--- src/rtl/pipeline_ctrl.sv ---
// pipeline_ctrl
//   Central hazard/stall controller for a five-stage pipeline. Decides each
//   cycle whether the pipeline advances one stage. When it advances, it also
//   decides which stage registers take a bubble. It owns the data-memory
//   handshake and the halt state, and counts stall cycles.
//
// Ports
//   CLK, RST        clock (rising edge) and synchronous active-high reset
//   ihit, dhit      instruction fetch / data access completed this cycle
//   mem_dREN/WEN    load / store sitting in the MEM stage
//   load_use        ID instruction needs the result of the load in EX
//   branch_taken    branch/jump resolved taken in MEM
//   halt_in         halt instruction in MEM
//   *_en            stage register enables (pc, IF/ID, ID/EX, EX/MEM, MEM/WB)
//   *_flush         stage register flushes (bubble insert)
//   dmem_req        data memory request valid
//   halt_out        processor halted
//   stall_cnt       saturating count of non-advancing cycles
module pipeline_ctrl (
    input  logic        CLK,
    input  logic        RST,
    input  logic        ihit,
    input  logic        dhit,
    input  logic        mem_dREN,
    input  logic        mem_dWEN,
    input  logic        load_use,
    input  logic        branch_taken,
    input  logic        halt_in,
    output logic        pc_en,
    output logic        ifid_en,
    output logic        idex_en,
    output logic        exmem_en,
    output logic        memwb_en,
    output logic        ifid_flush,
    output logic        idex_flush,
    output logic        exmem_flush,
    output logic        dmem_req,
    output logic        halt_out,
    output logic [15:0] stall_cnt
);

    typedef enum logic [1:0] {
        RUN   = 2'd0,
        DWAIT = 2'd1,   // waiting for the data access to complete
        DDONE = 2'd2,   // data access done, still waiting on the fetch
        HALT  = 2'd3
    } state_t;

    state_t      stateReg;
    state_t      stateNext;
    logic        advance;
    logic        memOp;
    logic [15:0] stallCntReg;

    assign memOp = mem_dREN | mem_dWEN;

    // State and stall counter register.
    always_ff @(posedge CLK) begin
        if (RST) begin
            stateReg    <= RUN;
            stallCntReg <= 16'h0000;
        end else begin
            stateReg <= stateNext;
            // HALT freezes the counter. Otherwise every non-advancing cycle
            // counts, and the count sticks at all-ones.
            if (stateReg != HALT && !advance && stallCntReg != 16'hFFFF)
                stallCntReg <= stallCntReg + 16'd1;
        end
    end

    // Next-state and advance decision.
    always_comb begin
        stateNext = stateReg;
        advance   = 1'b0;
        unique case (stateReg)
            RUN: begin
                if (halt_in) begin
                    stateNext = HALT;
                end else if (!memOp) begin
                    advance = ihit;
                end else if (dhit && ihit) begin
                    advance = 1'b1;
                end else if (dhit) begin
                    stateNext = DDONE;
                end else begin
                    stateNext = DWAIT;
                end
            end
            DWAIT: begin
                if (dhit && ihit) begin
                    advance   = 1'b1;
                    stateNext = RUN;
                end else if (dhit) begin
                    stateNext = DDONE;
                end
            end
            DDONE: begin
                // The data result is already captured, so dhit no longer matters.
                if (ihit) begin
                    advance   = 1'b1;
                    stateNext = RUN;
                end
            end
            HALT: begin
                stateNext = HALT;
            end
            default: begin
                stateNext = RUN;
            end
        endcase
    end

    // Outputs: purely combinational from state and inputs, all held low in reset.
    always_comb begin
        pc_en       = 1'b0;
        ifid_en     = 1'b0;
        idex_en     = 1'b0;
        exmem_en    = 1'b0;
        memwb_en    = 1'b0;
        ifid_flush  = 1'b0;
        idex_flush  = 1'b0;
        exmem_flush = 1'b0;
        dmem_req    = 1'b0;
        halt_out    = 1'b0;
        if (!RST) begin
            if (advance) begin
                idex_en  = 1'b1;
                exmem_en = 1'b1;
                memwb_en = 1'b1;
                if (branch_taken) begin
                    // A taken branch squashes the wrong-path instructions,
                    // so any load-use stall is moot.
                    pc_en       = 1'b1;
                    ifid_en     = 1'b1;
                    ifid_flush  = 1'b1;
                    idex_flush  = 1'b1;
                    exmem_flush = 1'b1;
                end else if (load_use) begin
                    // Hold PC and IF/ID and push a bubble into EX.
                    idex_flush = 1'b1;
                end else begin
                    pc_en   = 1'b1;
                    ifid_en = 1'b1;
                end
            end
            dmem_req = ((stateReg == RUN) && memOp && !halt_in) ||
                       (stateReg == DWAIT);
            halt_out = (stateReg == HALT);
        end
    end

    assign stall_cnt = stallCntReg;

endmodule

--- config.mk ---
export PLATFORM = sky130hd
export DESIGN_NAME = pipeline_ctrl
export DESIGN_NICKNAME = d
export VERILOG_FILES = /design/src/rtl/pipeline_ctrl.sv
export SDC_FILE = /design/constraint.sdc
export NUM_CORES = 1
export LEC_CHECK = 0
export CORE_MARGIN = 4
export CORE_UTILIZATION = 46
export CTS_CLUSTER_SIZE = 16
export DETAILED_ROUTE_END_ITERATION = 10
export GPL_TIMING_DRIVEN = 0
export PLACE_DENSITY_LB_ADDON = 0.05
export SYNTH_ARGS = -nofsm -noshare
export SYNTH_HDL_FRONTEND = slang
export SYNTH_SLANG_ARGS = --single-unit
--- constraint.sdc ---
create_clock -name CLK -period 2.6 [get_ports CLK]
set_input_delay 0.52 -clock CLK [delete_from_list [all_inputs] [get_ports CLK]]
set_output_delay 0.52 -clock CLK [all_outputs]
set_load 0.05 [all_outputs]
Word-level counts from Yosys, hierarchy flattened
Index checks and enable logic that the tools add are counted.
Operators by class
  eq/ne operators: 9
  reductions and logical operators: 10
  add/subtract/negate cells: 1
  mux-type cells: 28
  bitwise operators: 1
Operators by type and width (number)
  2-to-1 mux 1 bit: 19
  adder 16 x 1 -> 16 bit (second input constant): 1
  != test 16 bit (second input constant): 1
  2-to-1 mux 2 bit: 7
  != test 3 bit (second input constant): 3
  one-hot mux 2 bit (4 select lines): 1
  logical AND 1 bit: 5
  == test 2 bit (second input constant): 2
  != test 2 bit (second input constant): 2
  AND reduction 4 bit: 1
  one-hot mux 1 bit (3 select lines): 1
  == test 2 x 1 -> 1 bit (second input constant): 1
  zero test 1 bit: 2
  zero test 2 bit: 1
  logical OR 1 bit: 1
  bitwise OR 1 bit: 1
Word-level totals
  word-level logic and storage cells: 51
  register bits after elaboration: 18
  input bits: 9
  output and inout bits: 26

Depth between registers and ports, before layout
Gate-level depths: netlist of the first run.
  depth after elaboration: 8
  gate-level depth with buffers: 7
  mapped depth without buffers: 6

Worst setup path before layout of the first run
OpenSTA, ideal clock, no wires.
  kind: input -> output
  start: input port mem_dWEN
  end: output port pc_en
  arrival time: 3971 ps
  slack: -1891 ps
  required time: 2080 ps
  path buffers: 1
  cell stages on the path: 6
  path through: nor2_1 > o21ai_0 > a21oi_1 > nor3b_1 > a21boi_0 > buf_4
On the way
  longest elaborated chain between the ends: 6
Ends and longest elaborated chain
  start: declaration: line 25  | input logic mem_dWEN,
  bitwise OR 1 bit: line 55  | assign memOp = mem_dREN | mem_dWEN;
  2-to-1 mux 1 bit: line 79  | end else if (!memOp) begin
  2-to-1 mux 1 bit: line 77  | if (halt_in) begin
  one-hot mux 1 bit (3 select lines): line 75  | unique case (stateReg)
  2-to-1 mux 1 bit (2 in a row)
  end: declaration: line 29  | output logic pc_en,
No other way between the ends.

Worst setup path in the final report of the first run
  start: input port ihit
  end: output port ifid_flush
On the way
  longest elaborated chain between the ends: 7
  elaborated cells between the ends (all ways): 8
  those cells by class: mux (7); reduce/logical (1)
Ends and longest elaborated chain
  start: declaration: line 22  | input logic ihit,
  logical AND 1 bit: line 81, 90
  2-to-1 mux 1 bit: line 81, 90
  2-to-1 mux 1 bit: line 79
  2-to-1 mux 1 bit: line 77
  one-hot mux 1 bit (3 select lines) *: line 75
  2-to-1 mux 1 bit *: line 126  | if (advance) begin
  2-to-1 mux 1 bit *: line 125  | if (!RST) begin
  end: declaration: line 34  | output logic ifid_flush,
Every way passes the cells marked *; elsewhere a longest branch is shown, timed or not.

==> results of run 1 <==
-- flip-flops by register name (all words and copies together), names as in the netlist --
name       cells
stall_cnt     16
stateReg       2
-- cell usage after synthesis --
cell	n	area [sq um]
sky130_fd_sc_hd__a211oi_1	2	15.0
sky130_fd_sc_hd__a21boi_0	2	15.0
sky130_fd_sc_hd__a21oi_1	15	75.1
sky130_fd_sc_hd__a21oi_2	1	8.76
sky130_fd_sc_hd__a41oi_1	1	8.76
sky130_fd_sc_hd__and2_1	1	6.26
sky130_fd_sc_hd__and2b_1	1	7.51
sky130_fd_sc_hd__and3_1	1	6.26
sky130_fd_sc_hd__buf_4	5	37.5
sky130_fd_sc_hd__buf_6	3	33.8
sky130_fd_sc_hd__clkbuf_1	1	3.75
sky130_fd_sc_hd__dfxtp_1	18	360
sky130_fd_sc_hd__ha_1	1	12.5
sky130_fd_sc_hd__inv_1	6	22.5
sky130_fd_sc_hd__mux2_2	2	22.5
sky130_fd_sc_hd__mux2_4	1	15.0
sky130_fd_sc_hd__mux2i_1	1	10.0
sky130_fd_sc_hd__nand2_1	6	22.5
sky130_fd_sc_hd__nand2b_1	5	31.3
sky130_fd_sc_hd__nand3_1	5	25.0
sky130_fd_sc_hd__nand3_4	1	17.5
sky130_fd_sc_hd__nand4_1	5	31.3
sky130_fd_sc_hd__nor2_1	13	48.8
sky130_fd_sc_hd__nor2b_1	2	12.5
sky130_fd_sc_hd__nor3_1	2	10.0
sky130_fd_sc_hd__nor3_4	1	16.3
sky130_fd_sc_hd__nor3b_1	2	15.0
sky130_fd_sc_hd__nor4_1	1	6.26
sky130_fd_sc_hd__nor4_2	1	12.5
sky130_fd_sc_hd__o2111a_1	1	11.3
sky130_fd_sc_hd__o21a_1	2	15.0
sky130_fd_sc_hd__o21ai_0	4	20.0
sky130_fd_sc_hd__o21ai_2	1	8.76
sky130_fd_sc_hd__o311ai_0	1	8.76
sky130_fd_sc_hd__o31ai_1	7	52.6
sky130_fd_sc_hd__or3_1	2	12.5
sky130_fd_sc_hd__or3_2	1	7.51
sky130_fd_sc_hd__or3_4	1	11.3
sky130_fd_sc_hd__or4_1	4	30.0
sky130_fd_sc_hd__or4_2	4	35.0
-- cells by family after synthesis --
group,after synthesis,share of synthesized area (%)
AND/OR/NAND/NOR,59,32.6
AO/OA/AOI/OAI,37,21.3
flip-flops,18,32.1
buffers and inverters,15,8.70
multiplexers,4,4.24
adder cells (fa/ha/maj),1,1.11
-- layout make-up --
class	count	area, sq um
clock buffers	4	36.3
repair buffers	35	338
fillers	205	703
multi-input cells	101	701
plain buffers	9	80.1
inverters	6	22.5
well taps	28	35.0
flip-flops and latches	18	360
-- where the power goes --
part	internal [uW]	switching (uW)
registers	285	13.8
clock network	85.6	95.6
logic	73.1	116
-- tightest hold or removal path: cells and delay by family, from the launching register on --
kind / cells / cell delay [ns]
DFF: 1 / 0.36
AOI/OAI and AO/OA: 2 / 0.14
-- per-layer routing --
metal | part of all wire, % | up-vias | routed length (microns)
li1 | - | 578 | -
met4 | 1.9 | 0 | 56
met1 | 43 | 549 | 1260
met5 | 0 | - | 0
met2 | 48 | 44 | 1410
met3 | 6.2 | 6 | 181
-- path summary, 6_finish.rpt --
| path | from | cells after the start | slack (ns) | to |
|---|---|---|---|---|
| min | stall_cnt[15] | 2 | 0.54 | stall_cnt[15] |
| min reg2reg | stall_cnt[15] | 2 | 0.54 | stall_cnt[15] |
| max reg2reg | stall_cnt[0] | 7 | 0.40 | stall_cnt[6] |
| max | ihit | 7 | 0.17 | ifid_flush |
-- stage by stage --
step | hold slack (ns) | util, % | total power (uW) | setup TNS [ns] | instance area [sq um]
detailed placement | 0.513 | 67.3 | 495 | -5.36 | 1530
CTS | 0.536 | 68.2 | 670 | -0.0624 | 1550
global placement | 0.497 | 67.3 | 491 | -5.16 | 1530
floorplan | 0.565 | - | 431 | -0.0876 | 1160
global route | 0.574 | 69.1 | 703 | 0 | 1570
finish | 0.538 | 69.1 | 669 | 0 | 1570
-- what timing repair did --
| action | 4_1_cts | 5_1_grt |
|---|---|---|
| gates resized for setup | 52 | 6 |
| pin swaps | 2 | 0 |
| buffers inserted | 0 | 1 |
| setup endpoints to repair | 10 | 10 |
==> reports/results.env, run 1 <==
CPLARGESTDELAYFAMILY='buffers and inverters'
CP_COMMON_CELL='sky130_fd_sc_hd__buf_4'
MET2_USAGE_PCT=29.4
DIE_H_MICRONS=57.4
SEQ_AREA_FRAC_SYNTH_PCT=32.1
REMAINING_DRC_ERRORS=0
GLOBALPLACE.CONGESTION=0.794
SYN_AREA_PER_CELL_SQ_UM=8.38
NUMPORTBUFFERS=34
VIA_COUNT=1177
POST_DRT_WL_PER_CELL_MICRONS=14.5
FIN_CRIT_NS=2.43
ANTENNA_CELLS_INSERTED=0
CLK_TRANSITION_REPORTED_PATHS_NS=0.10
SETUP-VIOLATIONS-FINAL=0
AVGVIACOUNTPERCELL=5.86
MAX_FREQ_GHz=0.411
CP_DATA_REQUIRED_TIME_NS=2.08
GRT_MET3_USE_PCT=5.20
CLOCK_TREE.HTREE_LEVEL_COUNT=1
FINALHOLDVIOLCOUNT=0
BOUNDARYPINS=35
GRT_ANTENNA_BEFORE_REPAIR=0
GR-USAGE-MET1_PCT=22.7
DRTPASS1ITERATIONS=4
SYN_INST=134
GRT_SETUP_UNREPAIRED='false'
PLACE_HPWL_MM=2.15
SYNTHESIS.YOSYS.WARNINGS=0
DR.FIRST_ITER.DRC_COUNT=41
SLEW_VIOLATIONS=0
WORSTPATHBUFFERINVERTERCOUNT=5
CTS_TREE='yes'
SLOWEST_DELAY_NS=0.54
LAYOUT.CELLS.MOST_COMMON='sky130_fd_sc_hd__clkdlybuf4s50_1'
FINAL_CRITICAL_PATH_SETUP_SLACK_NS=0.169
CORE.ROWCOUNT=17
HOLD_PATH_CLASS='reg -> reg'
CTS_INSERTED_BUFFERS=3
REMAINING_NUMBER_OF_NETS_FLAGGED_BY_THE_ANTENNA_CHECK_AFTER_ROUTING=0
CELLLEAKAGEPOWER_uW=0.000594
NUMBER_OF_LIBRARY_CELL_TYPES_MAPPED_BY_SYNTHESIS=40
DP_SLACK_NS=-0.711
POST-PLACE-CELLS=196
CRITPATHCAPTURETYPE='output port'
FIRST_GLOBAL_VIAS=1049
CTS_HOLD_BUF=0
NET_COUNT_OF_THE_MAPPED_NETLIST=144
LAYOUT.CELLS.MOST_COMMON_LIST='sky130_fd_sc_hd__clkdlybuf4s50_1, sky130_fd_sc_hd__dfxtp_1, sky130_fd_sc_hd__a21oi_1'
CELLPOWERDENSITY_mW_PER_MM2=425
PLACEABLECOREAREA_SQ_MM=0.00228
STDCELL_COUNT=201
IR_DROP_uV=473
RUN_STATUS='finished, final reports clean'
DRIVE_ABOVE_1_SHARE_PCT=24.3
FIRST_PASS_GRT_WIRE_LENGTH_MM=4.84
SEQUENCE_OF_CELLS_ON_THE_CRITICAL_PATH='clkdlybuf4s50_1 -> inv_1 -> nor3b_4 -> buf_4 -> and2_4 -> buf_4 -> buf_6'
LAYOUT_WORST_PATH_CYCLE_SHARE_PCT=93.5
CLOCK-SINKS=18
DIE_AREA_SQ_MM=0.00329
REGISTER_BIT_COUNT_REPORTED_BY_YOSYS=18
LAYOUT-AREA-OVERHEAD-VS-SYNTH_PCT=40.1
DRT_WL_TOTAL_MM=2.91
GROUTE.USAGE.OVERALL_PCT=18.4
MAX-CLOCK-PATH-BUFFERS=2
LARGEST_NET_DEGREE_AT_THE_START_OF_GLOBAL_ROUTING=11
DRV.MAX_CAP_VIOLATION_COUNT=0
MAPPEDNETLISTAREA_SQ_MM=0.00112
LAYER_WITH_THE_HIGHEST_USAGE_AFTER_GLOBAL_ROUTING='met2'
RELSLEWSLACK_PCT=65.1
CP_SLOWEST_CELL='sky130_fd_sc_hd__clkdlybuf4s50_1'
CRIT_ARRIVAL_NS=1.91
WORSTMARGINPINSLEW_NS=0.522
TIMING.CRITICAL_PATH.FROM_TYPE='input pin'
CRITICAL_PATH_PEAK_FANOUT=5
CLK_ROOT_BUFFER_CELL='sky130_fd_sc_hd__clkbuf_4'
INITIAL_UTILIZATION_PCT=49.3
TIMING.CLOCK.SKEW_NS=0.0114
SETUP.WORST_PATH.CLASS='in -> out'
GLOBAL_ROUTE.OVERFLOW_TOTAL=0
FLOORPLAN.DIE.WIDTH_MICRONS=57.4
CLK-INSERTION-DELAY-LATE_NS=0.31
FIN_NETS=184
(Power assumes the default switching activity.)
==> run 2: changes to the inputs <==
- CORE_ASPECT_RATIO: not set -> 2
- CORE_UTILIZATION: 46 -> 25
==> reports/results.env, run 2 (same netlist as run 1, synthesis figures left out) <==
GROUTE.USAGE.OVERALL_PCT=12.8
DR.FIRST_ITER.DRC_COUNT=26
TIMING.CRITICAL_PATH.FROM_TYPE='input pin'
LAYOUT-AREA-OVERHEAD-VS-SYNTH_PCT=45.3
RUN_STATUS='finished, final reports clean'
CLK-INSERTION-DELAY-LATE_NS=0.26
CTS_HOLD_BUF=0
PLACEABLECOREAREA_SQ_MM=0.00434
POST_DRT_WL_PER_CELL_MICRONS=15.0
CORE.ROWCOUNT=34
BOUNDARYPINS=35
MAX-CLOCK-PATH-BUFFERS=2
DRT_WL_TOTAL_MM=3.42
LAYOUT.CELLS.MOST_COMMON_LIST='sky130_fd_sc_hd__clkdlybuf4s50_1, sky130_fd_sc_hd__dfxtp_1, sky130_fd_sc_hd__a21oi_1'
CP_SLOWEST_CELL='sky130_fd_sc_hd__clkdlybuf4s50_1'
MET2_WIRELENGTH_MM=1.98
RELSLEWSLACK_PCT=65.9
CLK_TRANSITION_REPORTED_PATHS_NS=0.07
NUMPORTBUFFERS=34
GLOBALPLACE.CONGESTION=0.818
FINAL_CRITICAL_PATH_SETUP_SLACK_NS=0.141
GRT_SETUP_UNREPAIRED='false'
CRIT_ARRIVAL_NS=1.94
REMAINING_DRC_ERRORS=0
CTS_INSERTED_BUFFERS=3
DRIVE_ABOVE_1_SHARE_PCT=24.7
MAX_FREQ_GHz=0.407
REMAINING_NUMBER_OF_NETS_FLAGGED_BY_THE_ANTENNA_CHECK_AFTER_ROUTING=0
PLACE_HPWL_MM=2.77
DRTPASS1ITERATIONS=4
LARGEST_NET_DEGREE_AT_THE_START_OF_GLOBAL_ROUTING=11
R2R_START='stall_cnt[1]'
CELLPOWERDENSITY_mW_PER_MM2=447
SETUP.WORST_PATH.CLASS='in -> out'
MET3WIRELENGTH_MICRONS=126
DIE_AREA_SQ_MM=0.00569
CTS_TREE='yes'
LAYOUT_WORST_PATH_CYCLE_SHARE_PCT=94.6
CELLLEAKAGEPOWER_uW=0.000607
GLOBAL_ROUTE.OVERFLOW_TOTAL=0
CP_DATA_REQUIRED_TIME_NS=2.08
TIMING.CLOCK.SKEW_NS=0.00258
TOP_LAYER_USED_BY_DETAILED_ROUTING='met4'
CRITICAL_PATH_PEAK_FANOUT=6
FF2FF_PATH_DEPTH=7
CLOCK-SINKS=18
LAYOUT.CELLS.MOST_COMMON='sky130_fd_sc_hd__clkdlybuf4s50_1'
CLK_ROOT_BUFFER_CELL='sky130_fd_sc_hd__clkbuf_8'
LAYOUT.CELL_AREA.NON_FILLER_SQ_MM=0.00163
SETUP-VIOLATIONS-FINAL=0
CP_COMMON_CELL='sky130_fd_sc_hd__buf_6'
POWER_uW=728
SEQUENCE_OF_CELLS_ON_THE_CRITICAL_PATH='clkdlybuf4s50_1 -> inv_1 -> nor3b_4 -> a21boi_4 -> buf_6 -> buf_6'
R2R_SETUP_SLACK_NS=0.32
AVGVIACOUNTPERCELL=5.14
CPLARGESTDELAYFAMILY='buffers and inverters'
WORSTPATHBUFFERINVERTERCOUNT=4
HOLD_PATH_CLASS='reg -> reg'
CRIT-REG2REG-CAPTURE='stall_cnt[6]'
CLOCK_TREE.HTREE_LEVEL_COUNT=1
STARTPOINT='ihit'
IR_DROP_uV=209
LARGEST_REGISTER_FFS=16
VIA_COUNT=1172
WORSTHOLDENDPOINT='stall_cnt[15]'
DIE_H_MICRONS=103
ROUTEDLENGTHMET1_MM=1.24
DP_SLACK_NS=-0.766
FINALHOLDVIOLCOUNT=0
FLOORPLAN.DIE.WIDTH_MICRONS=55.4
SLEW_VIOLATIONS=0
WORSTMARGINPINSLEW_NS=0.510
HOLD-PATH-CELL-COUNT=2
INITIAL_UTILIZATION_PCT=25.9
DPL-INSTANCE-AREA_SQ_MM=0.00157
MIN_DELAY_SRC='stall_cnt[15]'
FIRST_GLOBAL_VIAS=1193
FIN_CRIT_NS=2.46
FIN_NETS=185
ANTENNA_CELLS_INSERTED=0
CRITPATHCAPTURETYPE='output port'
GRT_ANTENNA_BEFORE_REPAIR=0
DRV.MAX_CAP_VIOLATION_COUNT=0
FIRST_PASS_GRT_WIRE_LENGTH_MM=5.72
SLOWEST_DELAY_NS=0.53
==> run 2: changes by cell type in the layout (fill, tap and decap cells not counted) <==
cell                              before  now
sky130_fd_sc_hd__clkdlybuf4s15_2       1    2
sky130_fd_sc_hd__buf_6                 7    5
sky130_fd_sc_hd__clkdlybuf4s18_2       1    0
sky130_fd_sc_hd__a21boi_1              0    1
sky130_fd_sc_hd__clkbuf_4              5    0
sky130_fd_sc_hd__buf_8                 0    1
sky130_fd_sc_hd__clkbuf_8              1    4
sky130_fd_sc_hd__buf_2                 2    3
sky130_fd_sc_hd__a21boi_0              1    0
sky130_fd_sc_hd__buf_4                 5    8
==> run 2: cell type report <==
type                       instances  area, sq um
buffer                             9         80.1
clock buffer                       4         55.1
fill                             486         2710
inverter                           6         22.5
multi-input combinational        101          701
sequential                        18          360
tap                               54         67.6
timing repair buffer              36          344
==> run 2: power by group <==
part	leakage (uW)	internal, uW	switching [uW]
logic	0.000432	76.5	117
registers	0.000146	285	14.0
clock network	0.0000288	135	101
total	0.000607	497	232
==> run 2: how the worst max path moves through the flow <==
stage / endpoint / slack (ns) / cells after the start
2_1_floorplan: pc_en / -0.06 / 6
3_3_place_gp: pc_en / -0.75 / 8
3_5_place_dp: pc_en / -0.77 / 8
4_1_cts: pc_en / -0.05 / 7
5_1_grt: pc_en / 0.009 / 8
6_report: pc_en / 0.14 / 6
==> run 2: metrics by stage <==
step	setup TNS, ns	cells	hold slack [ns]	utilization, %
floorplan	-0.0876	134	0.565	-
global placement	-5.76	222	0.497	36.1
detailed placement	-5.90	222	0.517	36.1
CTS	-0.0653	228	0.531	37.5
global route	0	228	0.551	37.6
finish	0	228	0.526	37.6
==> run 2: metal layers <==
layer	global-route usage (%)	up-vias
li1	-	579
met1	12.9	555
met2	24.5	31
met3	2.51	7
met4	6.74	0
met5	0	-
==> run 2: what timing repair did <==
item | CTS | global route
setup buffers | 2 | 0
gates resized for setup | 54 | 3
pin swaps | 2 | 1
endpoints found under the setup margin | 10 | 10
==> run 2: worst min-delay path: stages (launching register included) <==
cell	delay, ns
sky130_fd_sc_hd__dfxtp_1	0.34
sky130_fd_sc_hd__o31ai_1	0.08
sky130_fd_sc_hd__a21oi_1	0.06
